<file path="config.mk">
export PLATFORM = sky130hd
export DESIGN_NAME = bht_ckpt_ctrl_flat
export DESIGN_NICKNAME = d
export VERILOG_FILES = /design/src/rtl/bht_ckpt_ctrl_if.sv /design/src/rtl/bht_ckpt_ctrl.sv /design/src/flat_wrapper.sv
export SDC_FILE = /design/constraint.sdc
export NUM_CORES = 1
export LEC_CHECK = 0
export BUFFER_PORTS_ARGS = -buffer_cell sky130_fd_sc_hd__buf_2
export CAP_MARGIN = 10
export CORE_MARGIN = 3
export CORE_UTILIZATION = 56
export CTS_CLUSTER_SIZE = 14
export DETAILED_ROUTE_END_ITERATION = 12
export PLACE_DENSITY = 0.91
export SETUP_SLACK_MARGIN = 0.3
export SYNTH_ARGS = -nofsm -noshare
export SYNTH_HDL_FRONTEND = slang
export SYNTH_SLANG_ARGS = --single-unit
</file>
<file path="constraint.sdc">
create_clock -name clk_i -period 4.97 [get_ports clk_i]
set_input_delay 0.994 -clock clk_i [delete_from_list [all_inputs] [get_ports clk_i]]
set_output_delay 0.994 -clock clk_i [all_outputs]
set_load 0.005 [all_outputs]
</file>
<file path="src/rtl/bht_ckpt_ctrl_if.sv">
// Dcache write-port bundle used by the BHT checkpoint sequencer.
// Master drives the request/payload; slave returns the grant.
interface bht_ckpt_ctrl_if #(
  parameter int unsigned ADDR_WIDTH = 56
);
  logic                  req;
  logic [ADDR_WIDTH-1:0] addr;
  logic [63:0]           wdata;
  logic [7:0]            be;
  logic                  gnt;

  modport master (output req, addr, wdata, be, input gnt);
  modport slave  (input req, addr, wdata, be, output gnt);
endinterface

</file>
<file path="src/rtl/bht_ckpt_ctrl.sv">
// BHT checkpoint sequencer: freezes the BHT, packs entries into 64-bit words and writes them out.
// Optional macro BHT_CKPT_CHECKSUM_EN appends one XOR-of-all-data-words checksum write.
module bht_ckpt_ctrl #(
  parameter int unsigned NR_ENTRIES       = 1024,
  parameter int unsigned ENTRY_BITS       = 3,
  parameter int unsigned ENTRIES_PER_WORD = 21,
  parameter int unsigned ADDR_WIDTH       = 56
) (
  input  logic                          clk_i,
  input  logic                          rst_ni,
  input  logic                          start_i,
  input  logic                          abort_i,
  input  logic [ADDR_WIDTH-1:0]         base_addr_i,
  output logic                          bht_freeze_o,
  output logic [$clog2(NR_ENTRIES)-1:0] rd_idx_o,
  input  logic [ENTRY_BITS-1:0]         rd_data_i,
  bht_ckpt_ctrl_if.master               dc,
  output logic                          busy_o,
  output logic                          done_o
);

  localparam int unsigned IDX_W  = $clog2(NR_ENTRIES);
  localparam int unsigned CNT_W  = IDX_W + 1;
  localparam int unsigned SLOT_W = $clog2(ENTRIES_PER_WORD);
  localparam int unsigned SH_W   = 7;

  typedef enum logic [1:0] {IDLE, PACK, REQ, DONE} state_e;

  state_e                state_q, state_d;
  logic [CNT_W-1:0]      entry_q, entry_d;
  logic [SLOT_W-1:0]     slot_q, slot_d;
  logic [63:0]           word_q, word_d;
  logic [ADDR_WIDTH-1:0] addr_q, addr_d;
  logic                  req_q, req_d;
  logic [7:0]            be_q, be_d;
  logic                  busy_q, busy_d;
  logic                  done_q, done_d;
  logic                  abort_q, abort_d;
  logic [SH_W-1:0]       shamt_c;
`ifdef BHT_CKPT_CHECKSUM_EN
  logic [63:0]           csum_q, csum_d;
  logic                  csum_phase_q, csum_phase_d;
`endif

  assign shamt_c = SH_W'(slot_q) * SH_W'(ENTRY_BITS);

  // Next-state and registered-output computation
  always_comb begin
    state_d = state_q;
    entry_d = entry_q;
    slot_d  = slot_q;
    word_d  = word_q;
    addr_d  = addr_q;
    req_d   = req_q;
    be_d    = be_q;
    busy_d  = busy_q;
    done_d  = 1'b0;
    abort_d = abort_q;
`ifdef BHT_CKPT_CHECKSUM_EN
    csum_d       = csum_q;
    csum_phase_d = csum_phase_q;
`endif

    unique case (state_q)
      IDLE: begin
        if (start_i && !abort_i) begin
          addr_d  = base_addr_i & ~ADDR_WIDTH'(7);
          entry_d = '0;
          slot_d  = '0;
          word_d  = '0;
          abort_d = 1'b0;
          busy_d  = 1'b1;
          state_d = PACK;
`ifdef BHT_CKPT_CHECKSUM_EN
          csum_d       = '0;
          csum_phase_d = 1'b0;
`endif
        end
      end

      PACK: begin
        if (abort_i) begin
          busy_d  = 1'b0;
          state_d = IDLE;
        end else begin
          word_d  = word_q | (64'(rd_data_i) << shamt_c);
          entry_d = entry_q + CNT_W'(1);
          slot_d  = slot_q + SLOT_W'(1);
          if ((slot_q == SLOT_W'(ENTRIES_PER_WORD - 1)) ||
              (entry_q == CNT_W'(NR_ENTRIES - 1))) begin
            req_d   = 1'b1;
            be_d    = 8'hFF;
            state_d = REQ;
          end
        end
      end

      REQ: begin
        // An abort here is remembered; the open request still has to complete
        if (abort_i) abort_d = 1'b1;
        if (dc.gnt) begin
          req_d  = 1'b0;
          be_d   = 8'h00;
          addr_d = addr_q + ADDR_WIDTH'(8);
          word_d = '0;
          slot_d = '0;
`ifdef BHT_CKPT_CHECKSUM_EN
          if (!csum_phase_q) csum_d = csum_q ^ word_q;
`endif
          if (abort_i || abort_q) begin
            abort_d = 1'b0;
            busy_d  = 1'b0;
            state_d = IDLE;
          end else if (entry_q == CNT_W'(NR_ENTRIES)) begin
`ifdef BHT_CKPT_CHECKSUM_EN
            if (!csum_phase_q) begin
              word_d       = csum_q ^ word_q;
              csum_phase_d = 1'b1;
              req_d        = 1'b1;
              be_d         = 8'hFF;
            end else begin
              done_d  = 1'b1;
              state_d = DONE;
            end
`else
            done_d  = 1'b1;
            state_d = DONE;
`endif
          end else begin
            state_d = PACK;
          end
        end
      end

      DONE: begin
        busy_d  = 1'b0;
        state_d = IDLE;
      end

      default: state_d = IDLE;
    endcase
  end

  always_ff @(posedge clk_i or negedge rst_ni) begin
    if (!rst_ni) begin
      state_q <= IDLE;
      entry_q <= '0;
      slot_q  <= '0;
      word_q  <= '0;
      addr_q  <= '0;
      req_q   <= 1'b0;
      be_q    <= '0;
      busy_q  <= 1'b0;
      done_q  <= 1'b0;
      abort_q <= 1'b0;
`ifdef BHT_CKPT_CHECKSUM_EN
      csum_q       <= '0;
      csum_phase_q <= 1'b0;
`endif
    end else begin
      state_q <= state_d;
      entry_q <= entry_d;
      slot_q  <= slot_d;
      word_q  <= word_d;
      addr_q  <= addr_d;
      req_q   <= req_d;
      be_q    <= be_d;
      busy_q  <= busy_d;
      done_q  <= done_d;
      abort_q <= abort_d;
`ifdef BHT_CKPT_CHECKSUM_EN
      csum_q       <= csum_d;
      csum_phase_q <= csum_phase_d;
`endif
    end
  end

  assign bht_freeze_o = busy_q;
  assign busy_o       = busy_q;
  assign done_o       = done_q;
  assign rd_idx_o     = entry_q[IDX_W-1:0];
  assign dc.req       = req_q;
  assign dc.addr      = addr_q;
  assign dc.wdata     = word_q;
  assign dc.be        = be_q;

endmodule

</file>
<file path="src/flat_wrapper.sv">
// flat-port wrapper written by rule: the top's interface ports become plain ports
module bht_ckpt_ctrl_flat 
#(
  parameter int unsigned NR_ENTRIES       = 1024,
  parameter int unsigned ENTRY_BITS       = 3,
  parameter int unsigned ENTRIES_PER_WORD = 21,
  parameter int unsigned ADDR_WIDTH       = 56
)
  (clk_i, rst_ni, start_i, abort_i, base_addr_i, bht_freeze_o, rd_idx_o, rd_data_i, busy_o, done_o, dc_req, dc_addr, dc_wdata, dc_be, dc_gnt);
  bht_ckpt_ctrl_if #(.ADDR_WIDTH(ADDR_WIDTH)) dc_i ();
  input  logic clk_i;
  input  logic rst_ni;
  input  logic start_i;
  input  logic abort_i;
  input  logic [ADDR_WIDTH-1:0] base_addr_i;
  output logic bht_freeze_o;
  output logic [$clog2(NR_ENTRIES)-1:0] rd_idx_o;
  input  logic [ENTRY_BITS-1:0] rd_data_i;
  output logic busy_o;
  output logic done_o;
  output wire logic [$bits(dc_i.req)-1:0] dc_req;
  output wire logic [$bits(dc_i.addr)-1:0] dc_addr;
  output wire logic [$bits(dc_i.wdata)-1:0] dc_wdata;
  output wire logic [$bits(dc_i.be)-1:0] dc_be;
  input wire logic [$bits(dc_i.gnt)-1:0] dc_gnt;
  assign dc_req = dc_i.req;
  assign dc_addr = dc_i.addr;
  assign dc_wdata = dc_i.wdata;
  assign dc_be = dc_i.be;
  assign dc_i.gnt = dc_gnt;
  bht_ckpt_ctrl #(.NR_ENTRIES(NR_ENTRIES), .ENTRY_BITS(ENTRY_BITS), .ENTRIES_PER_WORD(ENTRIES_PER_WORD), .ADDR_WIDTH(ADDR_WIDTH)) u_core (.clk_i(clk_i), .rst_ni(rst_ni), .start_i(start_i), .abort_i(abort_i), .base_addr_i(base_addr_i), .bht_freeze_o(bht_freeze_o), .rd_idx_o(rd_idx_o), .rd_data_i(rd_data_i), .dc(dc_i), .busy_o(busy_o), .done_o(done_o));
endmodule
</file>
# After elaboration in Yosys (flattened, before gate mapping)
# Cells that the tools add are included.
dict set report totals {
  reg_bits 150
  in_bits 64
  out_inout_bits 142
  wordCells 88
}
dict set report classes {
  addsub 3
  mul 1
  eq_ne 13
  n_shift 1
  mux 43
  n_bitwise 1
  reduce_logical 16
}
# cell count
set op_table {}
lappend op_table {{$mux 64} 3}
lappend op_table {{$pmux 64 s3} 1}
lappend op_table {{$mux 56} 2}
lappend op_table {{$pmux 56 s2} 1}
lappend op_table {{$or 64x64->64} 1}
lappend op_table {{$shl 3x7->64} 1}
lappend op_table {{$add 56x4->56 const B} 1}
lappend op_table {{$mux 8} 3}
lappend op_table {{$mux 11} 2}
lappend op_table {{$pmux 11 s2} 1}
lappend op_table {{$pmux 8 s2} 1}
lappend op_table {{$mux 1} 15}
lappend op_table {{$mux 5} 3}
lappend op_table {{$pmux 5 s3} 1}
lappend op_table {{$mux 2} 6}
lappend op_table {{$reduce_and 4->1} 3}
lappend op_table {{$add 11x1->11 const B} 1}
lappend op_table {{$eq 11x10->1 const B} 1}
lappend op_table {{$eq 11x11->1 const B} 1}
lappend op_table {{$reduce_and 3->1} 3}
lappend op_table {{$pmux 2 s4} 1}
lappend op_table {{$mul 5x2->7 const B} 1}
lappend op_table {{$ne 2x1->1 const B} 3}
lappend op_table {{$ne 2x2->1 const B} 3}
lappend op_table {{other kinds (14)} 19}

# Longest topological paths before layout
# Gate-level depths: netlist of run 1.
dict set report logic_depth {
  depth_word 5
  ltp_mapped 8
  ltp_nobuf 6
}

# Worst setup path before layout of run 1
# No wires, ideal clock.
dict set report synth_timing {
  kind {input to register}
  start {input abort_i}
  end {register u_core.addr_q[36], in the netlist u_core.dc.addr[36]}
  setup_time_ns 0.141
  t_arrival_ns 2.411
  required_time_ns 4.829
  slack_ns 2.419
  cell_stages 7
  n_path_buf 3
  path_cell_list {buf_2 or3b_2 a21o_1 buf_2 buf_2 a22oi_1 nand3_1}
}
dict set report synth_via {
  elab_chain_len 4
}
# item line_no
set synth_rtl {}
lappend synth_rtl {{start: declaration} flat_wrapper.sv:14} ;# input logic abort_i;
lappend synth_rtl {{$logic_not 1->1} bht_ckpt_ctrl.sv:66} ;# if (start_i && !abort_i) begin
lappend synth_rtl {{$logic_and 1x1->1} bht_ckpt_ctrl.sv:66}
lappend synth_rtl {{$ne 2x1->1 (no source line)} -}
lappend synth_rtl {{$reduce_and 3->1 (no source line)} -}
lappend synth_rtl {{end signal: assignment} bht_ckpt_ctrl.sv:165} ;# addr_q <= addr_d;
lappend synth_rtl {{end: declaration} bht_ckpt_ctrl.sv:33} ;# logic [ADDR_WIDTH-1:0] addr_q, addr_d;
# No other way between the ends.
# A chain may end at the register's enable or synchronous reset.

# Worst setup path after layout of run 1
dict set report layout_timing {
  start {input abort_i}
  end {register u_core.addr_q[27], in the netlist u_core.dc.addr[27]}
}
# Same word-level chain as after synthesis.

==> flow_summary.json, run 1 <==
{
  "synthXorXnorAreaFrac_pct": 1.19,
  "synth_compound_area_share_pct": 18.0,
  "drtPass1Iterations": 5,
  "die_x_um": 121,
  "critical_path.cell_chain": "buf_2 -> or3b_2 -> a21oi_4 -> buf_4 -> nand2_1 -> nor3_1 -> nor3b_1",
  "post-cts-setup-buffers": 0,
  "fin_nets": 1060,
  "synthAdderAreaFrac_pct": 0.847,
  "postCtsHoldBufs": 0,
  "async_reset_ff_share_pct": 100,
  "synth_seq_cells": 139,
  "startpoint": "abort_i",
  "min_from": "u_core.dc.wdata[29]$_DFFE_PN0P_",
  "worstSetupEndpointType": "register",
  "cp_slowest_cell": "or3b_2",
  "yosysWarnings": 0,
  "synth_area_leader_cell": "dfrtp_1",
  "power_switching_share_pct": 32.9,
  "postSynthAreaPerCell_um2": 8.80,
  "seqPwrFrac_pct": 42.8,
  "grt_max_degree": 108,
  "worst_pin_slew_ns": 1.11,
  "clockBufferDepth": 2,
  "post-route-util_pct": 69.8,
  "maxSlewHeadroom_pct": 25.7,
  "final_cell_mix": "buf_2 (198), dfrtp_1 (139), nor2_1 (110), a21oi_1 (104), nand2_1 (77)",
  "drtAntennaViolNets": 0,
  "max_freq_ghz": 0.366,
  "layout-area-overhead-vs-synth_pct": 20.8,
  "crit_family": "simple AND/OR/NAND/NOR gates",
  "power_frac_clock_pct": 37.4,
  "die-area_um2": 14600,
  "tritoncts": "built",
  "mostFrequentLayoutCell": "buf_2",
  "synth_top_family_by_area": "simple AND/OR/NAND/NOR gates",
  "power_density_nw_per_um2": 401,
  "max_stage_delay_ns": 0.52,
  "io_pins": 206,
  "crit_buf_inv": 2,
  "grt_pass1_vias": 6746,
  "final_hold_viol_count": 0,
  "wl_um": 21500,
  "synth_top_flop_cell": "dfrtp_1",
  "cp_max_fo": 38,
  "synth-edff-count": 0,
  "die_h_um": 121,
  "yosysSeqAreaShare_pct": 47.1,
  "dp.cells": 1144,
  "vdd_ir_drop_max_mv": 0.268,
  "cts.sinks": 139,
  "htreeDepth": 4,
  "cap_violations": 0,
  "p_sw_mw": 1.18,
  "via_count": 7374,
  "synth_area_um2": 7390,
  "start_kind": "input pin",
  "start_util_pct": 57.8,
  "finalCritPeriodShare_pct": 55.0,
  "final_cells": 1177,
  "insertion_delay_ns": 0.43,
  "grt_overflow": 0,
  "rsz0062_at_grt": "no",
  "wl_per_cell_um": 18.3,
  "p_int_mw": 2.40,
  "clkTransAtPathRegs_ns": 0.06,
  "post_cts_resized": 0,
  "root_buffer": "clkbuf_16",
  "leakage_nw": 4.19,
  "fp-row-count": 41,
  "slew_viol_final": 0,
  "final_cell_area_um2": 8920,
  "outcome": "completed",
  "synth_simple_gate_area_share_pct": 26.3,
  "ys_types": 72,
  "antenna_found_initial": 1,
  "syn-instance-count": 839,
  "hp-class": "reg2reg",
  "drc": 0,
  "period_minus_slack_ns": 2.73,
  "yosys-top-cells-area": "dfrtp_1 (47%), a21oi_1 (7.0%), nor2_1 (5.6%), nand2_1 (3.9%), nand3_1 (2.7%)",
  "synthMuxAreaShare_pct": 0.271,
  "n_fill_cell": 977,
  "numCtsBuffers": 17,
  "grt.total_usage_pct": 29.4,
  "skew_ns": 0.00910,
  "io_buffers": 199,
  "required_ns": 5.27,
  "gp_congestion": 0.948,
  "grt_pass1_wl_um": 34200,
  "first_iter_violations": 946,
  "placed_area_um2": 8300,
  "r2r_start": "u_core.state_q[1]$_DFFE_PN0P_",
  "setup_viol": 0,
  "drive_above_1_share_pct": 26.6,
  "arrival_ns": 3.03,
  "fin_setup_tns_ns": 0,
  "viasPerCell": 6.27,
  "power_frac_comb_pct": 19.8,
  "coreArea_um2": 12800,
  "yosysTopAreaCellShare_pct": 47.1,
  "dp_hpwl_um": 14400,
  "worst-setup-path-type": "in2reg"
}
==> layer usage <==
| metal | part of all wire (%) | track usage, % | vias to the layer above |
|---|---|---|---|
| li1 | - | - | 3325 |
| met1 | 39 | 38.0 | 3521 |
| met2 | 47 | 46.6 | 455 |
| met3 | 10 | 8.09 | 73 |
| met4 | 3.1 | 12.4 | 0 |
| met5 | 0 | 0 | - |
==> cell type report <==
cell class                 instances  area (µm²)  share of cell area, %
inverter                          14        52.6                  0.589
timing repair buffer             208        1070                   12.0
tap                              172         215                   2.41
clock buffer                      18         439                   4.92
sequential                       139        3480                   39.0
clock inverter                    14         180                   2.02
antenna                            1        2.50                 0.0281
multi-input combinational        611        3480                   39.0
==> tightest hold or removal path: cells and delay by family (launching register included) <==
kind / cells / cell delay, ns
flip-flops: 1 / 0.34
AO/OA/AOI/OAI: 1 / 0.06
AND/OR/NAND/NOR: 1 / 0.05
==> flip-flops by register name (all words and copies together) (netlist names) <==
name                 cells
u_core.dc.wdata         64
u_core.dc.addr          53
u_core.entry_q          11
u_core.slot_q            5
u_core.state_q           2
u_core.abort_q           1
u_core.bht_freeze_o      1
u_core.dc.be             1
u_core.done_o            1
==> final timing paths <==
kind,cells after the start,to,slack (ns)
max in group asynchronous,2,u_core.dc.wdata[13]$_DFFE_PN0P_,3.28
max reg2reg,6,u_core.dc.addr[27]$_DFFE_PN0P_,2.37
max,7,u_core.dc.addr[27]$_DFFE_PN0P_,2.24
min reg2reg,2,u_core.dc.wdata[29]$_DFFE_PN0P_,0.48
min in group asynchronous,1,u_core.dc.addr[30]$_DFFE_PN0P_,0.70
min,2,u_core.dc.wdata[29]$_DFFE_PN0P_,0.48
==> cells in the mapped netlist (3+ instances only) <==
cell type    n
dfrtp_1    139
clkbuf_1    31
xnor2_1      3
or3_1       12
o21ai_0     30
nand3b_1     3
nor2_1     110
a21oi_1    104
and4_1       7
a22oi_1      5
o21ai_1      6
ha_1         5
xor2_1       7
nor3_1      24
nor4_1      10
inv_1       14
nand2_1     77
or4_1        3
nor3b_1      3
nor4_2       6
nand4_1     28
o31ai_1      4
and3_1      10
a2bb2oi_1   10
nand3_1     40
and2_1       6
buf_2       20
a211oi_1     7
a311oi_1     7
buf_4       24
o22ai_1     18
nor3_2       5
nor2b_1      5
o22a_1       6
==> stage by stage <==
| step | worst slack [ns] | power [mW] | hold slack [ns] |
|---|---|---|---|
| after detailed placement | 1.83 | 2.24 | 0.473 |
| after global routing | 2.13 | 3.74 | 0.514 |
| final | 2.24 | 3.58 | 0.484 |
| after CTS | 2.27 | 3.58 | 0.493 |
| after floorplan | 2.42 | 1.92 | 0.479 |
| after global placement | 1.83 | 2.21 | 0.466 |
==> kinds of logic (layout without fill, tap and decap cells) <==
family | count (synthesis) | after routing
fa+ha+maj | 5 | 5
buf+inv | 91 | 254
other cells | 1 | 4
mux | 2 | 2
xor+xnor | 10 | 10
flops | 139 | 139
compound gates | 220 | 220
simple gates | 371 | 371
==> power by group through the flow <==
stage / sequential, mW / combinational, mW / clock [mW]
final: 1.53 / 0.711 / 1.34
after global routing: 1.55 / 0.791 / 1.40
after floorplan: 1.48 / 0.440 / 0
after global placement: 1.53 / 0.685 / 0
after CTS: 1.52 / 0.713 / 1.35
after detailed placement: 1.54 / 0.704 / 0
(Power assumes the default switching activity.)
==> inputs of run 2 (changes only) <==
--- a/config.mk
+++ b/config.mk
@@ -8,10 +8,10 @@
 export BUFFER_PORTS_ARGS = -buffer_cell sky130_fd_sc_hd__buf_2
 export CAP_MARGIN = 10
 export CORE_MARGIN = 3
-export CORE_UTILIZATION = 56
+export CORE_UTILIZATION = 53
 export CTS_CLUSTER_SIZE = 14
 export DETAILED_ROUTE_END_ITERATION = 12
-export PLACE_DENSITY = 0.91
+export PLACE_DENSITY = 0.87
 export SETUP_SLACK_MARGIN = 0.3
 export SYNTH_ARGS = -nofsm -noshare
 export SYNTH_HDL_FRONTEND = slang
==> constraint.sdc (replaced) <==
create_clock -name clk_i -period 2.6 [get_ports clk_i]
set_input_delay 0.52 -clock clk_i [delete_from_list [all_inputs] [get_ports clk_i]]
set_output_delay 0.52 -clock clk_i [all_outputs]
set_load 0.005 [all_outputs]
==> run 2 against run 1 <==
Against the previous run: routed wire length is 3.8% higher; register-to-register slack got worse by 2.0 ns; clock power increased by 68%; core utilization fell by 2.0 points; critical endpoint is now u_core.dc.addr[36]$_DFFE_PN0P_; combinational power up 100%; sequential power up 92%; clock-buffer cell count rose by 2; critical path depth down 2; die area up 5.4%; hold slack worse by 0.38 ns; clock skew is 0.00066 ns lower.
==> flow_summary.json, run 2 (synthesis results as in run 1) <==
{
  "n_fill_cell": 1066,
  "gp_congestion": 0.973,
  "path_common_cell": "nand3_1",
  "drtPass1Iterations": 10,
  "first_iter_violations": 826,
  "dp_hpwl_um": 15300,
  "start_kind": "register",
  "setup_viol": 0,
  "insertion_delay_ns": 0.42,
  "final_cell_mix": "buf_2 (198), dfrtp_1 (138), nor2_1 (110), a21oi_1 (104), nand2_1 (77)",
  "fp-row-count": 42,
  "max_freq_ghz": 0.453,
  "critical_path.cell_chain": "nand3_1 -> nor3_4 -> nand3_1 -> o311ai_0 -> nand3_1",
  "vdd_ir_drop_max_mv": 0.607,
  "leakage_nw": 4.31,
  "drc": 0,
  "finalPower_mw": 6.62,
  "maxSlewHeadroom_pct": 55.1,
  "final_hold_viol_count": 0,
  "largest_reg_flops": 64,
  "clkTransAtPathRegs_ns": 0.06,
  "cp_max_fo": 8,
  "fin_setup_tns_ns": 0,
  "tritoncts": "built",
  "grt_pass1_vias": 6946,
  "skew_ns": 0.00844,
  "mostFrequentLayoutCell": "buf_2",
  "placed_area_um2": 8530,
  "root_buffer": "clkbuf_16",
  "layout-area-overhead-vs-synth_pct": 23.6,
  "grt.total_usage_pct": 28.9,
  "multi_input_area_um2": 3520,
  "coreArea_um2": 13500,
  "grt_max_degree": 66,
  "required_ns": 2.88,
  "post-route-util_pct": 67.8,
  "dp.cells": 1172,
  "fin_nets": 1085,
  "die_h_um": 124,
  "rsz0062_at_grt": "no",
  "drive_above_1_share_pct": 28.6,
  "regToRegSetupSlack_ns": 0.39,
  "final-seq-area_um2": 3480,
  "drtAntennaViolNets": 0,
  "die-area_um2": 15400,
  "viasPerCell": 6.20,
  "timing.hold.ws_ns": 0.101,
  "wl_per_cell_um": 18.5,
  "grt_pass1_wl_um": 34900,
  "grt_overflow": 0,
  "worst_slack_ns": 0.391,
  "antenna_found_initial": 0,
  "wl_um": 22300,
  "dp_slack_ns": 0.194,
  "power_density_nw_per_um2": 726,
  "cts.sinks": 139,
  "antenna_cells": 0,
  "period_minus_slack_ns": 2.21,
  "finalCritPeriodShare_pct": 85.0,
  "worstSetupEndpointType": "register",
  "start_util_pct": 54.9,
  "final_cell_area_um2": 9130,
  "slew_viol_final": 0,
  "outcome": "completed",
  "final_cells": 1205,
  "numCtsBuffers": 17,
  "die_x_um": 124,
  "worst-setup-path-type": "reg2reg",
  "cap_violations": 0,
  "max_stage_delay_ns": 0.49,
  "arrival_ns": 2.49,
  "io_buffers": 199,
  "htreeDepth": 4,
  "hp-class": "in2async",
  "clockBufferDepth": 2,
  "crit_family": "simple AND/OR/NAND/NOR gates",
  "io_pins": 206,
  "via_count": 7470,
  "worst_pin_slew_ns": 0.673,
  "cp_slowest_cell": "dfrtp_1",
  "crit_buf_inv": 0
}
==> run 2: per-layer routing <==
metal | share of wire, % | track usage [%] | vias to the layer above
met5 | 0 | 0 | -
li1 | - | - | 3375
met3 | 10 | 7.31 | 75
met4 | 2.9 | 11.7 | 0
met1 | 39 | 37.5 | 3554
met2 | 48 | 46.5 | 466
==> run 2: worst reg2reg max path, stage by stage, from the launching register on <==
cell	delay (ns)
dfrtp_1	0.49
nand3_1	0.37
nor3_4	0.44
nand3_1	0.24
o311ai_0	0.41
nand3_1	0.12
==> run 2: cell type report <==
type,instances,share of cell area [%]
Multi-Input combinational cell,611,38.5
Sequential cell,139,38.1
Tap cell,176,2.41
Timing Repair Buffer,233,14.3
Clock inverter,12,1.12
Inverter,14,0.576
Clock buffer,20,4.89
==> run 2: power by group <==
| group | internal (mW) | switching, mW | leakage (nW) | total, mW |
|---|---|---|---|---|
| Clock | 1.27 | 0.985 | 0.263 | 2.25 |
| Sequential | 2.47 | 0.460 | 1.79 | 2.93 |
| Combinational | 0.621 | 0.816 | 2.25 | 1.44 |
==> run 2: final timing paths <==
path | from | cells past startpoint | to
max | u_core.dc.addr[5]$_DFFE_PN0P_ | 5 | u_core.dc.addr[36]$_DFFE_PN0P_
min | rst_ni | 1 | u_core.dc.addr[29]$_DFFE_PN0P_
max reg2reg | u_core.dc.addr[5]$_DFFE_PN0P_ | 5 | u_core.dc.addr[36]$_DFFE_PN0P_
min reg2reg | u_core.dc.wdata[29]$_DFFE_PN0P_ | 2 | u_core.dc.wdata[29]$_DFFE_PN0P_
max in group asynchronous | rst_ni | 2 | u_core.dc.wdata[15]$_DFFE_PN0P_
min in group clk_i | base_addr_i[47] | 3 | u_core.dc.addr[47]$_DFFE_PN0P_
==> run 2: what timing repair did <==
action,in CTS,in global routing
gates cloned,0,0
hold endpoints to repair,0,0
hold buffers,0,0
pin swaps,0,1
setup buffers,0,1
endpoints found under the setup margin,18,54
gates resized for setup,1,6
==> inputs of run 3 (changes only) <==
--- a/config.mk
+++ b/config.mk
@@ -8,10 +8,10 @@
 export BUFFER_PORTS_ARGS = -buffer_cell sky130_fd_sc_hd__buf_2
 export CAP_MARGIN = 10
 export CORE_MARGIN = 3
-export CORE_UTILIZATION = 53
+export CORE_UTILIZATION = 48
 export CTS_CLUSTER_SIZE = 14
 export DETAILED_ROUTE_END_ITERATION = 12
-export PLACE_DENSITY = 0.87
+export PLACE_DENSITY = 0.83
 export SETUP_SLACK_MARGIN = 0.3
 export SYNTH_ARGS = -nofsm -noshare
 export SYNTH_HDL_FRONTEND = slang
==> constraint.sdc (replaced) <==
create_clock -name clk_i -period 1.9 [get_ports clk_i]
set_input_delay 0.38 -clock clk_i [delete_from_list [all_inputs] [get_ports clk_i]]
set_output_delay 0.38 -clock clk_i [all_outputs]
set_load 0.005 [all_outputs]
==> run 3 against run 2 <==
Against the previous run: die area up 9.9%; core utilization up 8.7 points; critical endpoint is now u_core.dc.addr[41]$_DFFE_PN0P_; sequential share of layout area down 7.3 points; setup slack worse by 0.51 ns; clock skew up 0.0013 ns; clock power up 50%; the flow now finishes with violations (negative setup slack).
==> flow_summary.json, run 3 (synthesis results as in run 1) <==
{
  "grt.total_usage_pct": 29.1,
  "worst_slack_ns": -0.117,
  "antenna_cells": 0,
  "htreeDepth": 4,
  "fin_setup_tns_ns": -0.951,
  "final_hold_viol_count": 0,
  "n_fill_cell": 910,
  "grt_pass1_wl_um": 38900,
  "regToRegSetupSlack_ns": -0.12,
  "required_ns": 2.20,
  "io_pins": 206,
  "die_h_um": 130,
  "grt_pass1_vias": 7588,
  "arrival_ns": 2.32,
  "outcome": "complete, but fails checks",
  "io_buffers": 199,
  "period_minus_slack_ns": 2.02,
  "timing.hold.ws_ns": 0.182,
  "cp_max_fo": 3,
  "skew_ns": 0.00973,
  "viasPerCell": 6.37,
  "worst-setup-path-type": "reg2reg",
  "fin_nets": 1225,
  "gp_congestion": 0.918,
  "largest_reg_flops": 64,
  "wl_per_cell_um": 21.8,
  "grt-busiest-layer": "met2",
  "drive_above_1_share_pct": 47.2,
  "insertion_delay_ns": 0.43,
  "max_freq_ghz": 0.496,
  "layout-area-overhead-vs-synth_pct": 53.5,
  "cap_violations": 0,
  "die_x_um": 130,
  "drtPass1Iterations": 6,
  "numCtsBuffers": 17,
  "gr-usage-met2_pct": 48.1,
  "cts.sinks": 139,
  "grt_use_met1_pct": 37.1,
  "grt_max_degree": 47,
  "worstSetupEndpointType": "register",
  "via_count": 8614,
  "finalCritPeriodShare_pct": 106,
  "grt_overflow": 0,
  "rsz0062_at_grt": "yes",
  "root_buffer": "clkbuf_16",
  "post-route-util_pct": 76.6,
  "cp_slowest_cell": "dfrtp_1",
  "drtAntennaViolNets": 0,
  "vdd_ir_drop_max_mv": 0.873,
  "dp_hpwl_um": 16700,
  "power_density_nw_per_um2": 923,
  "start_util_pct": 49.9,
  "leakage_nw": 5.27,
  "clockBufferDepth": 2,
  "start_kind": "register",
  "failed_checks": "negative setup slack",
  "tritoncts": "built",
  "critical_path.cell_chain": "ha_4 -> buf_6 -> nand4_1 -> nor2_2 -> buf_6 -> nand4_1 -> buf_4 -> nor3_2 -> a211oi_2",
  "die-area_um2": 16900,
  "drc": 0,
  "coreArea_um2": 14800,
  "first_iter_violations": 1291,
  "final_cell_mix": "buf_2 (197), dfrtp_1 (128), buf_4 (117), nor2_1 (105), nand2_1 (74)",
  "use_met3_pct": 7.45,
  "max_stage_delay_ns": 0.42,
  "clkTransAtPathRegs_ns": 0.06,
  "mostFrequentLayoutCell": "buf_2",
  "hp-class": "in2reg",
  "antenna_found_initial": 1,
  "dp_slack_ns": -0.107,
  "slew_viol_final": 0,
  "setup_viol": 41,
  "fp-row-count": 44,
  "wl_um": 29500
}
## run 3: cell count changes in the layout (fill, tap and decap cells not counted), sizes merged
cell         before  now
buf             233  365
clkbuf           20   26
bufinv            0    2
clkinv            3    4
clkinvlp          2    1
dlygate4sd3       0    1
inv              21   20
## run 3: worst paths after layout
path / endpoint / cells past startpoint / start
setup / recovery: u_core.dc.addr[41]$_DFFE_PN0P_ / 9 / u_core.dc.addr[3]$_DFFE_PN0P_
hold / removal: u_core.dc.addr[53]$_DFFE_PN0P_ / 3 / base_addr_i[53]
setup reg to reg: u_core.dc.addr[41]$_DFFE_PN0P_ / 9 / u_core.dc.addr[3]$_DFFE_PN0P_
hold reg to reg: u_core.dc.wdata[26]$_DFFE_PN0P_ / 2 / u_core.dc.wdata[26]$_DFFE_PN0P_
max in group asynchronous: u_core.dc.addr[7]$_DFFE_PN0P_ / 3 / rst_ni
min in group asynchronous: u_core.dc.addr[52]$_DFFE_PN0P_ / 2 / rst_ni
## run 3: what timing repair did
action,in CTS,in global routing
hold buffers,1,0
pin swaps,27,59
hold endpoints to repair,30,0
endpoints found under the setup margin,135,135
setup buffers,23,29
gates cloned,1,8
gates resized for setup,63,118
## run 3: worst max-delay path, delay by kind of cell (launching register included)
kind | cells | cell delay [ns]
buffers and inverters | 3 | 0.45
flip-flops | 1 | 0.42
AND/OR/NAND/NOR | 4 | 0.80
AO/OA/AOI/OAI | 1 | 0.06
adder cells (fa/ha/maj) | 1 | 0.17
## run 3: per-stage QoR
stage          instances  area, µm²  power [mW]
6_report            1353      11300        10.5
5_1_grt             1353      11300        10.9
4_1_cts             1316      10400        9.88
3_5_place_dp        1259       9360        6.37
3_3_place_gp        1259       9360        6.28
2_1_floorplan        841       7670        5.11
## run 3: area by class of cell
type | instances | area [µm²] | share of cell area (%)
Clock buffer | 19 | 433 | 3.82
Sequential cell | 139 | 3490 | 30.8
Multi-Input combinational cell | 611 | 4190 | 37.0
Inverter | 14 | 52.6 | 0.464
Tap cell | 184 | 230 | 2.03
Clock inverter | 13 | 158 | 1.39
Timing Repair Buffer | 373 | 2780 | 24.5
## run 3: power by group
part	internal, mW	switching, mW
clock	1.97	1.40
combinational	1.46	1.72
sequential	3.39	0.533
total	6.82	3.65
## run 3: layer usage
layer | vias to the layer above | part of all wire [%]
met5 | - | 0.044
met4 | 2 | 5.1
met3 | 186 | 10
met2 | 673 | 49
met1 | 4089 | 36
li1 | 3664 | -
